## config.mk

```make
export PLATFORM = sky130hd
export DESIGN_NAME = aludec_seq
export DESIGN_NICKNAME = d
export VERILOG_FILES = /design/src/rtl/aludec_seq.sv
export SDC_FILE = /design/constraint.sdc
export NUM_CORES = 1
export LEC_CHECK = 0
export ABC_CLOCK_PERIOD_IN_PS = 1900
export BUFFER_PORTS_ARGS = -buffer_cell sky130_fd_sc_hd__buf_2
export CORE_MARGIN = 2
export CORE_UTILIZATION = 26
export CTS_BUF_LIST = sky130_fd_sc_hd__clkbuf_4 sky130_fd_sc_hd__clkbuf_8
export CTS_CLUSTER_SIZE = 12
export DETAILED_ROUTE_END_ITERATION = 12
export PLACE_DENSITY = 0.95
export SYNTH_ARGS = -nofsm -noshare
export SYNTH_HDL_FRONTEND = slang
export SYNTH_SLANG_ARGS = --single-unit
```

## constraint.sdc

```tcl
create_clock -name clk -period 1.9 [get_ports clk]
set_clock_uncertainty 0.2 [all_clocks]
set_input_delay 0.38 -clock clk [delete_from_list [all_inputs] [get_ports clk]]
set_output_delay 0.38 -clock clk [all_outputs]
set_load 0.02 [all_outputs]
```

## src/rtl/aludec_seq.sv

```systemverilog
// aludec_seq: registered RV32I ALU decoder with an optional iterative RV32M multiply/divide unit.
// Define ALUDEC_RV32M_EN to build the MDU (CALC/FIN states); otherwise every request completes in one cycle.
module aludec_seq #(
  parameter int CTRL_W = 4,
  parameter int XLEN   = 32
) (
  input  logic              clk,
  input  logic              reset_n,
  input  logic              start,
  input  logic [1:0]        ALUOp,
  input  logic [2:0]        funct3,
  input  logic              funct7b5,
  input  logic              funct7b0,
  input  logic              opb5,
  input  logic [XLEN-1:0]   SrcA,
  input  logic [XLEN-1:0]   SrcB,
  output logic [CTRL_W-1:0] ALUControl,
  output logic [XLEN-1:0]   MduResult,
  output logic              busy,
  output logic              done
);
  localparam logic [3:0] OP_ADD = 4'd0, OP_SUB = 4'd1, OP_AND = 4'd2, OP_OR = 4'd3;
  localparam logic [3:0] OP_XOR = 4'd4, OP_SLT = 4'd5, OP_SLTU = 4'd6, OP_SLL = 4'd7;
  localparam logic [3:0] OP_SRL = 4'd8, OP_SRA = 4'd9, OP_PASSB = 4'd10, OP_MDU = 4'd11;

  logic [3:0] base_code;
  always_comb begin
    base_code = OP_ADD;
    case (ALUOp)
      2'b00: base_code = OP_ADD;
      2'b01: case (funct3[2:1])
        2'b10:   base_code = OP_SLT;
        2'b11:   base_code = OP_SLTU;
        default: base_code = OP_SUB;
      endcase
      2'b11: base_code = OP_PASSB;
      default: case (funct3)
        3'b000:  base_code = (funct7b5 & opb5) ? OP_SUB : OP_ADD;
        3'b001:  base_code = OP_SLL;
        3'b010:  base_code = OP_SLT;
        3'b011:  base_code = OP_SLTU;
        3'b100:  base_code = OP_XOR;
        3'b101:  base_code = funct7b5 ? OP_SRA : OP_SRL;
        3'b110:  base_code = OP_OR;
        default: base_code = OP_AND;
      endcase
    endcase
  end

  logic [CTRL_W-1:0] ctrl_q, ctrl_d;
  logic              done_q, done_d;
  assign ALUControl = ctrl_q;
  assign done       = done_q;

`ifdef ALUDEC_RV32M_EN
  localparam int CNT_W = $clog2(XLEN);
  typedef enum logic [1:0] {S_IDLE, S_CALC, S_FIN} state_t;

  state_t            state_q, state_d;
  logic [2*XLEN-1:0] p_q, p_d, prod_s;
  logic [XLEN-1:0]   b_q, b_d, res_q, res_d, mag_a, mag_b, quo_s, rem_s, fin_res;
  logic [2:0]        f3_q, f3_d;
  logic              an_q, an_d, bn_q, bn_d, a_neg, b_neg, is_mdu, div0, ovf;
  logic [CNT_W-1:0]  cnt_q, cnt_d;
  logic [XLEN:0]     madd, dtrial;

  assign is_mdu = (ALUOp == 2'b10) & opb5 & funct7b0;
  assign a_neg  = SrcA[XLEN-1] & (funct3[2] ? ~funct3[0] : (funct3[1:0] != 2'b11));
  assign b_neg  = SrcB[XLEN-1] & (funct3[2] ? ~funct3[0] : ~funct3[1]);
  assign mag_a  = a_neg ? -SrcA : SrcA;
  assign mag_b  = b_neg ? -SrcB : SrcB;
  assign div0   = funct3[2] & (SrcB == '0);
  assign ovf    = funct3[2] & ~funct3[0] & (SrcA == {1'b1, {(XLEN-1){1'b0}}}) & (&SrcB);

  // p_q holds {acc, multiplier} for multiply and {remainder, quotient} for divide
  assign madd   = {1'b0, p_q[2*XLEN-1:XLEN]} + {1'b0, {XLEN{p_q[0]}} & b_q};
  assign dtrial = p_q[2*XLEN-1:XLEN-1] - {1'b0, b_q};
  assign prod_s = (an_q ^ bn_q) ? -p_q : p_q;
  assign quo_s  = (an_q ^ bn_q) ? -p_q[XLEN-1:0] : p_q[XLEN-1:0];
  assign rem_s  = an_q ? -p_q[2*XLEN-1:XLEN] : p_q[2*XLEN-1:XLEN];

  always_comb begin
    case (f3_q)
      3'b000:         fin_res = prod_s[XLEN-1:0];
      3'b100, 3'b101: fin_res = quo_s;
      3'b110, 3'b111: fin_res = rem_s;
      default:        fin_res = prod_s[2*XLEN-1:XLEN];
    endcase
  end

  always_ff @(posedge clk or negedge reset_n) begin
    if (!reset_n) begin
      state_q <= S_IDLE;
      ctrl_q  <= '0;
      res_q   <= '0;
      done_q  <= 1'b0;
      p_q     <= '0;
      b_q     <= '0;
      f3_q    <= '0;
      an_q    <= 1'b0;
      bn_q    <= 1'b0;
      cnt_q   <= '0;
    end else begin
      state_q <= state_d;
      ctrl_q  <= ctrl_d;
      res_q   <= res_d;
      done_q  <= done_d;
      p_q     <= p_d;
      b_q     <= b_d;
      f3_q    <= f3_d;
      an_q    <= an_d;
      bn_q    <= bn_d;
      cnt_q   <= cnt_d;
    end
  end

  always_comb begin
    state_d = state_q;
    case (state_q)
      S_IDLE:  if (start && is_mdu && !div0 && !ovf) state_d = S_CALC;
      S_CALC:  if (cnt_q == CNT_W'(XLEN-1)) state_d = S_FIN;
      default: state_d = S_IDLE;
    endcase
  end

  always_comb begin
    ctrl_d = ctrl_q;
    res_d  = res_q;
    done_d = 1'b0;
    p_d    = p_q;
    b_d    = b_q;
    f3_d   = f3_q;
    an_d   = an_q;
    bn_d   = bn_q;
    cnt_d  = cnt_q;
    case (state_q)
      S_IDLE: if (start) begin
        if (!is_mdu) begin
          ctrl_d = CTRL_W'(base_code);
          done_d = 1'b1;
        end else begin
          ctrl_d = CTRL_W'(OP_MDU);
          if (div0) begin
            res_d  = funct3[1] ? SrcA : '1;
            done_d = 1'b1;
          end else if (ovf) begin
            res_d  = funct3[1] ? '0 : SrcA;
            done_d = 1'b1;
          end else begin
            f3_d  = funct3;
            an_d  = a_neg;
            bn_d  = b_neg;
            cnt_d = '0;
            b_d   = funct3[2] ? mag_b : mag_a;
            p_d   = {{XLEN{1'b0}}, funct3[2] ? mag_a : mag_b};
          end
        end
      end
      S_CALC: begin
        if (f3_q[2])
          p_d = dtrial[XLEN] ? {p_q[2*XLEN-2:0], 1'b0}
                             : {dtrial[XLEN-1:0], p_q[XLEN-2:0], 1'b1};
        else
          p_d = {madd, p_q[XLEN-1:1]};
        cnt_d = cnt_q + CNT_W'(1);
      end
      default: begin
        res_d  = fin_res;
        done_d = 1'b1;
      end
    endcase
  end

  assign MduResult = res_q;
  assign busy      = (state_q != S_IDLE);
`else
  always_comb begin
    ctrl_d = ctrl_q;
    done_d = 1'b0;
    if (start) begin
      ctrl_d = CTRL_W'(base_code);
      done_d = 1'b1;
    end
  end

  always_ff @(posedge clk or negedge reset_n) begin
    if (!reset_n) begin
      ctrl_q <= '0;
      done_q <= 1'b0;
    end else begin
      ctrl_q <= ctrl_d;
      done_q <= done_d;
    end
  end

  assign MduResult = '0;
  assign busy      = 1'b0;
  logic unused_ok;
  assign unused_ok = ^{funct7b0, SrcA, SrcB};
`endif
endmodule

```

### Word level (Yosys, flattened, before mapping)

Cells that the tools add are included.

* register bits: 5
* bits in latches: 0
* bits in writable memories: 0
* memory bits (read-only): 0
* input bits: 75
* word-level logic and storage cells: 21
* memories: 0

* $add $sub $neg: 0
* $mul: 0
* div/mod/pow operators: 0
* magnitude comparators: 0
* equality and inequality tests: 10
* shift operators: 0
* mux-type cells: 6
* bitwise operators: 1
* reductions and logical operators: 2

Operators by type and width (count)
* $pmux W4 S7: 1
* $pmux W4 S3: 1
* $eq A3 B3 Y1 const B: 3
* $eq A2 B2 Y1 const B: 3
* $eq A3 B2 Y1 const B: 2
* $pmux W3 S2: 1
* $eq A3 B1 Y1 const B: 1
* $logic_not A3 Y1: 1
* $mux W1: 3
* $eq A2 B1 Y1 const B: 1
* $logic_not A2 Y1: 1
* $and A1 B1 Y1: 1

### Longest topological paths before layout

Gate-level depths: netlist of the first run.

* word-level depth: 4
* mapped depth: 4

### Worst setup path after synthesis of the first run

No wires, ideal clock.

* path kind: in2reg
* start point: input port opb5
* end point: register ctrl_q[0], in the netlist ALUControl[0]
* setup time: 121 ps
* data arrival time: 1008 ps
* path slack: 571 ps
* cell stages on the path: 3
* path buffers: 0
* cells stage by stage: a2111oi_1 -> a2111oi_1 -> o22a_1

* cells in the longest elaborated chain, start to end: 4

RTL lines
* from (decl): line 14 `input logic opb5,`
* $and A1 B1 Y1: line 38 `3'b000: base_code = (funct7b5 & opb5) ? OP_SUB : OP_ADD;`
* $mux W1: line 38
* $pmux W4 S7: line 37 `default: case (funct3)`
* $pmux W4 S3: line 29 `case (ALUOp)`
* to (signal assigned): line 191 `ctrl_q <= ctrl_d;`
* to (decl): line 50 `logic [CTRL_W-1:0] ctrl_q, ctrl_d;`

No other way between the ends.
A chain may end at the register's enable or synchronous reset.

### Worst setup path in the final report of the first run

* start point: register ctrl_q[2], in the netlist ALUControl[2]
* end point: output port ALUControl[2]

RTL lines
* to (decl): line 17 `output logic [CTRL_W-1:0] ALUControl,`

No word-level cell between the ends.

==> flow_summary.toml, run 1 <==
[outcome]
outcome = "finished, final reports clean"

[cts]
h-tree-depth = 1
numCtsBuffers = 3
clkLatencyLatePin_ns = 0.23
cts_resized = 0
post-cts-setup-buffers = 0
clock_sinks = 5
cts_tree = "done"
clock_tree.buffer_depth = 2
clk_pin_slew_ns = 0.04
cts_root_buffer = "clkbuf_4"

[route]
wire_per_inst_um = 6.972
drtIter0Drc = 1
drcViolationCount = 0
via_per_inst = 3.358
wirelength_um = 760
vias = 366
first_pass_iters = 4
ant_nets = 0

[logic_synthesis]
synth_mux_area_share_pct = 0
synth_adder_area_share_pct = 0
synth_top_family_by_area = "buffers and inverters"
synth_compound_area_share_pct = 16.99
synth.avg_cell_area_um2 = 8.046
yosysUniqueCellTypes = 18
yosys.area.top_type = "buf_4"
yosys-top-cells-count = "buf_4, dfrtp_1"
synth_top_flop_cell = "dfrtp_1"
synth_most_common_cell = "buf_4"
synth_area_leaders = "buf_4, dfrtp_1, a2111oi_1"
synth_area_um2 = 523.0
ys_warn_count = 0
synth_seq_area_share_pct = 23.92
synth_top_area_share_pct = 47.37
postSynthCellCount = 65
synth-simple-area-share_pct = 8.134
async_flop_share_pct = 100.0
ys_ff_latch = 5
synthXorXnorAreaFrac_pct = 0
synth_edf_count = 0

[timing]
tns_ns = 0
period_share_pct = 71.21
slew_viol_final = 0
hold_violations = 0
max_freq_mhz = 739.1
finalSetupViolations = 0
min_period_ns = 1.353
rsz0062_at_grt = "false"

[power_and_ir_drop]
p_per_area_mw_per_mm2 = 701.8
p_sw_share_pct = 37.17
leakagePower_nw = 0.2921
p_sw_mw = 0.1397
vdd.ir_drop.worst_mv = 0.1872
seqPwrFrac_pct = 32.3
clkPwrFrac_pct = 35.1
p_int_mw = 0.2361
combPwrFrac_pct = 32.6

[critical_path]
r2r-start = "ALUControl[0]$_DFFE_PN0P_"
reg2reg_depth = 1
reg2reg_slack_ns = 1.03
r2r-end = "ALUControl[0]$_DFFE_PN0P_"
cpMaxStageDelayCell = "dfrtp_1"
crit_buf_inv = 1
cp_top_family = "flip-flops"
max_stage_delay_ns = 0.38
path_max_fanout = 2
crit_chain = "buf_2"
worst_setup_path_end_kind = "output pin"
critPathKind = "flip-flop to output pin"
worstPathRequired_ns = 1.32
worstSetupStartpointType = "flip-flop"
crit_arrival_ns = 0.77

[floorplan]
core_area_mm2 = 0.001922
dieArea_mm2 = 0.002386
die_y_um = 48.85
rows = 16
pin_count = 113
die_w_um = 48.85
start_util_pct = 27.21

[hold_path]
hold_start = "start"
hp-class = "input port to flip-flop"
hold_depth = 1
hold_end = "done$_DFF_PN0_"

[finish]
design_area_um2 = 535.5
n_antenna_cell = 0
drive_above_1_share_pct = 21.95
layout.nets = 158
area_delta_synth_final_pct = 2.392

[global_route]
grt_pass1_wl_mm = 1.186
antenna_found_initial = 0
grt_overflow = 0
grt_max_degree = 10
grt_pass1_vias = 295
grt_use_total_pct = 6.827

[job]
maxCapViolations = 0

[placed_design]
dp_hpwl_um = 664.2
portBuffers = 14
post_dp_cell_area_um2 = 495.5
gp_congestion = 0.6788
==> through the flow <==
step           total power, mW  hold WS (ns)  instances  worst slack [ns]  util, %
2_1_floorplan           0.2647       -0.1156         97            0.5712        -
3_3_place_gp            0.2415     -0.006106        104            0.4045    25.78
3_5_place_dp            0.2434     -0.001609        104            0.3947    25.78
4_1_cts                 0.3816        0.1385        109            0.5387    27.86
5_1_grt                 0.3971        0.1546        109            0.5200    27.86
6_report                0.3758        0.1467        109            0.5469    27.86
==> registers in the layout, indices dropped and copies added, names as in the netlist <==
| name | flops |
|---|---|
| ALUControl | 4 |
| done | 1 |
==> layout by cell type (no fill, tap or decap), types with 2 or more instances in the layout <==
master	n
buf_2	14
a31oi_1	3
a2111oi_1	2
conb_1	33
dfrtp_1	5
clkbuf_4	4
nor2b_1	2
inv_1	3
o21ai_0	3
nand2_1	2
nor2_1	3
==> power by group through the flow <==
stage	logic, mW	registers [mW]	clock network [mW]
detailed placement	0.120	0.123	0
floorplan	0.129	0.136	0
CTS	0.122	0.122	0.138
finish	0.123	0.121	0.132
global route	0.134	0.122	0.141
global placement	0.118	0.123	0
==> what timing repair did <==
action | 4_1_cts | 5_1_grt
hold buffers | 1 | 0
hold endpoints to repair | 5 | 0
endpoints found under the setup margin | 0 | 0
==> how the worst max path moves through the flow <==
stage	start	endpoint	slack, ns	depth (start not counted)
after CTS	ALUControl[1]$_DFFE_PN0P_	ALUControl[1]	0.54	1
after detailed placement	funct3[2]	ALUControl[0]$_DFFE_PN0P_	0.39	4
after global routing	ALUControl[1]$_DFFE_PN0P_	ALUControl[1]	0.52	1
after floorplan	opb5	ALUControl[0]$_DFFE_PN0P_	0.57	3
final	ALUControl[2]$_DFFE_PN0P_	ALUControl[2]	0.55	1
after global placement	funct3[2]	ALUControl[0]$_DFFE_PN0P_	0.40	4
==> logic make-up (layout without fill, tap and decap cells) <==
family,count (synthesis),in the layout
buf+inv,37,22
compound gates,13,13
simple gates,9,9
flops,5,5
other cells,1,33
==> routing by layer <==
layer | global-route usage [%] | part of all wire [%] | vias up
met5 | 0 | 0 | -
met3 | 3.067 | 15 | 0
met1 | 7.088 | 34 | 154
li1 | - | - | 183
met4 | 7.143 | 0 | 0
met2 | 9.817 | 51 | 29
==> final cells by class <==
| cell class | instances | area (um^2) |
|---|---|---|
| Clock buffer | 4 | 30.03 |
| Fill cell | 239 | 1386 |
| Inverter | 3 | 11.26 |
| Multi-Input combinational cell | 55 | 255.2 |
| Sequential cell | 5 | 125.1 |
| Tap cell | 27 | 33.78 |
| Timing Repair Buffer | 15 | 80.08 |
No activity file was read; power rests on OpenSTA's default activity.
==> inputs of run 2 (changes only) <==
- ABC_AREA: default -> 1
- ABC_CLOCK_PERIOD_IN_PS: 1900 -> 1280
- CORE_UTILIZATION: 26 -> 25
- PLACE_DENSITY: 0.95 -> 0.94
- clock period: 1.9 -> 1.28 ns (I/O delays scaled with it)
==> flow_summary.toml, run 2 <==
[outcome]
outcome = "finished, final reports clean"

[floorplan]
rows = 16
dieArea_mm2 = 0.002588
start_util_pct = 27.17
die_w_um = 50.88
die_y_um = 50.88
pin_count = 113
core_area_mm2 = 0.002022

[critical_path]
crit_arrival_ns = 0.77
worst_setup_path_end_kind = "output pin"
worstSetupStartpointType = "flip-flop"
crit_buf_inv = 1
path_max_fanout = 2
cp_top_family = "flip-flops"
max_stage_delay_ns = 0.37
critPathKind = "flip-flop to output pin"
cpMaxStageDelayCell = "dfrtp_1"
worstPathRequired_ns = 0.82
crit_chain = "buf_2"

[timing]
hold_violations = 0
slew_viol_final = 0
tns_ns = 0
finalSetupViolations = 0
rsz0062_at_grt = "false"
min_period_ns = 1.224
max_freq_mhz = 816.9
period_share_pct = 95.64
fin_ws_ns = 0.05586

[route]
vias = 441
drcViolationCount = 0
wire_per_inst_um = 7.056
drtIter0Drc = 8
via_per_inst = 3.500
wirelength_um = 889
first_pass_iters = 4
ant_nets = 0

[logic_synthesis]
postSynthCellCount = 79
synth_top_flop_cell = "dfrtp_1"
synth_edf_count = 0
synth_area_um2 = 549.3
yosys.area.top_type = "buf_4"
synth_area_leaders = "buf_4, dfrtp_1, nand2_1"
async_flop_share_pct = 100.0
synth.avg_cell_area_um2 = 6.953
yosysUniqueCellTypes = 12
synth_seq_area_share_pct = 22.78
ys_ff_latch = 5
synth_top_area_share_pct = 45.10
synth_most_common_cell = "buf_4"
yosys-top-cells-count = "buf_4, nand2_1, inv_1, dfrtp_1, nand3_1"
ys_warn_count = 0

[global_route]
antenna_found_initial = 0
grt_max_degree = 9
grt_use_total_pct = 7.435
grt_overflow = 0
grt_pass1_wl_mm = 1.373
grt_pass1_vias = 350

[finish]
multiInputGateArea_um2 = 270.3
n_antenna_cell = 0
largest_reg_flops = 4
layout_common_cells = "conb_1, nand2_1, buf_2"
area_delta_synth_final_pct = 6.606
fillers = 241
drive_above_1_share_pct = 20.20
ff_latch_area_um2 = 125.1
design_area_um2 = 585.6
layout.nets = 175
final_common_cell = "conb_1"

[placed_design]
gp_congestion = 0.7326
post_dp_cell_area_um2 = 525.5
dp_hpwl_um = 780
portBuffers = 14
dpl_worst_slack_ns = 0.1498

[cts]
cts_root_buffer = "clkbuf_4"
cts_tree = "done"
numCtsBuffers = 3
clock_sinks = 5
clock_tree.buffer_depth = 2
clkLatencyLatePin_ns = 0.24
clk_pin_slew_ns = 0.04
h-tree-depth = 1

[hold_path]
hp-class = "input port to flip-flop"

[job]
maxCapViolations = 0

[power_and_ir_drop]
leakagePower_nw = 0.3627
p_per_area_mw_per_mm2 = 990.1
vdd.ir_drop.worst_mv = 0.5235
[run 2: cell type report]
type | instances | area share [%]
inverter | 7 | 4.487
timing repair buffer | 17 | 17.09
tap | 27 | 5.769
multi-input combinational | 66 | 46.15
sequential | 5 | 21.37
clock buffer | 4 | 5.128
[run 2: logic make-up after synthesis]
logic type	Yosys count	synth area share, %
buffers and inverters	40	49.89
DFF	5	22.78
and+or+nand+nor	25	18.90
other	1	0.6827
AOI/OAI and AO/OA	8	7.743
[run 2: report_power, final]
part | internal [mW] | switching, mW | leakage (nW)
registers | 0.174 | 0.00687 | 0.0605
logic | 0.0469 | 0.154 | 0.284
clock network | 0.139 | 0.0593 | 0.0184
total | 0.359 | 0.220 | 0.363
[run 2: path summary, 6_finish.rpt]
check / startpoint / end / slack, ns / cells past startpoint
min in group asynchronous: reset_n / ALUControl[1]$_DFFE_PN0P_ / 0.16 / 2
max in group asynchronous: reset_n / ALUControl[0]$_DFFE_PN0P_ / 0.59 / 2
min: ALUOp[0] / ALUControl[1]$_DFFE_PN0P_ / 0.13 / 3
min reg2reg: ALUControl[1]$_DFFE_PN0P_ / ALUControl[1]$_DFFE_PN0P_ / 0.30 / 2
max reg2reg: ALUControl[3]$_DFFE_PN0P_ / ALUControl[3]$_DFFE_PN0P_ / 0.36 / 3
max: ALUControl[1]$_DFFE_PN0P_ / ALUControl[1] / 0.06 / 1
[run 2: per-stage QoR]
| stage | total power, mW | hold slack [ns] | std cells | utilization, % |
|---|---|---|---|---|
| after floorplan | 0.4008 | -0.2396 | 111 | - |
| after global placement | 0.3705 | -0.1294 | 119 | 25.99 |
| after detailed placement | 0.3739 | -0.1282 | 119 | 25.99 |
| after CTS | 0.5860 | 0.1187 | 125 | 28.47 |
| after global routing | 0.6291 | 0.1458 | 126 | 28.96 |
| final | 0.5797 | 0.1331 | 126 | 28.96 |
[run 2: timing repair]
item | 4_1_cts | 5_1_grt
endpoints found under the setup margin | 0 | 1
hold endpoints to repair | 6 | 0
resized for setup | 0 | 1
setup buffers | 0 | 1
hold buffers | 2 | 0
[run 2: per-layer routing]
layer	share of wire (%)	global-route usage, %
met3	15	5.848
met4	0.79	2.703
met1	37	7.246
met5	0	0
met2	47	11.84
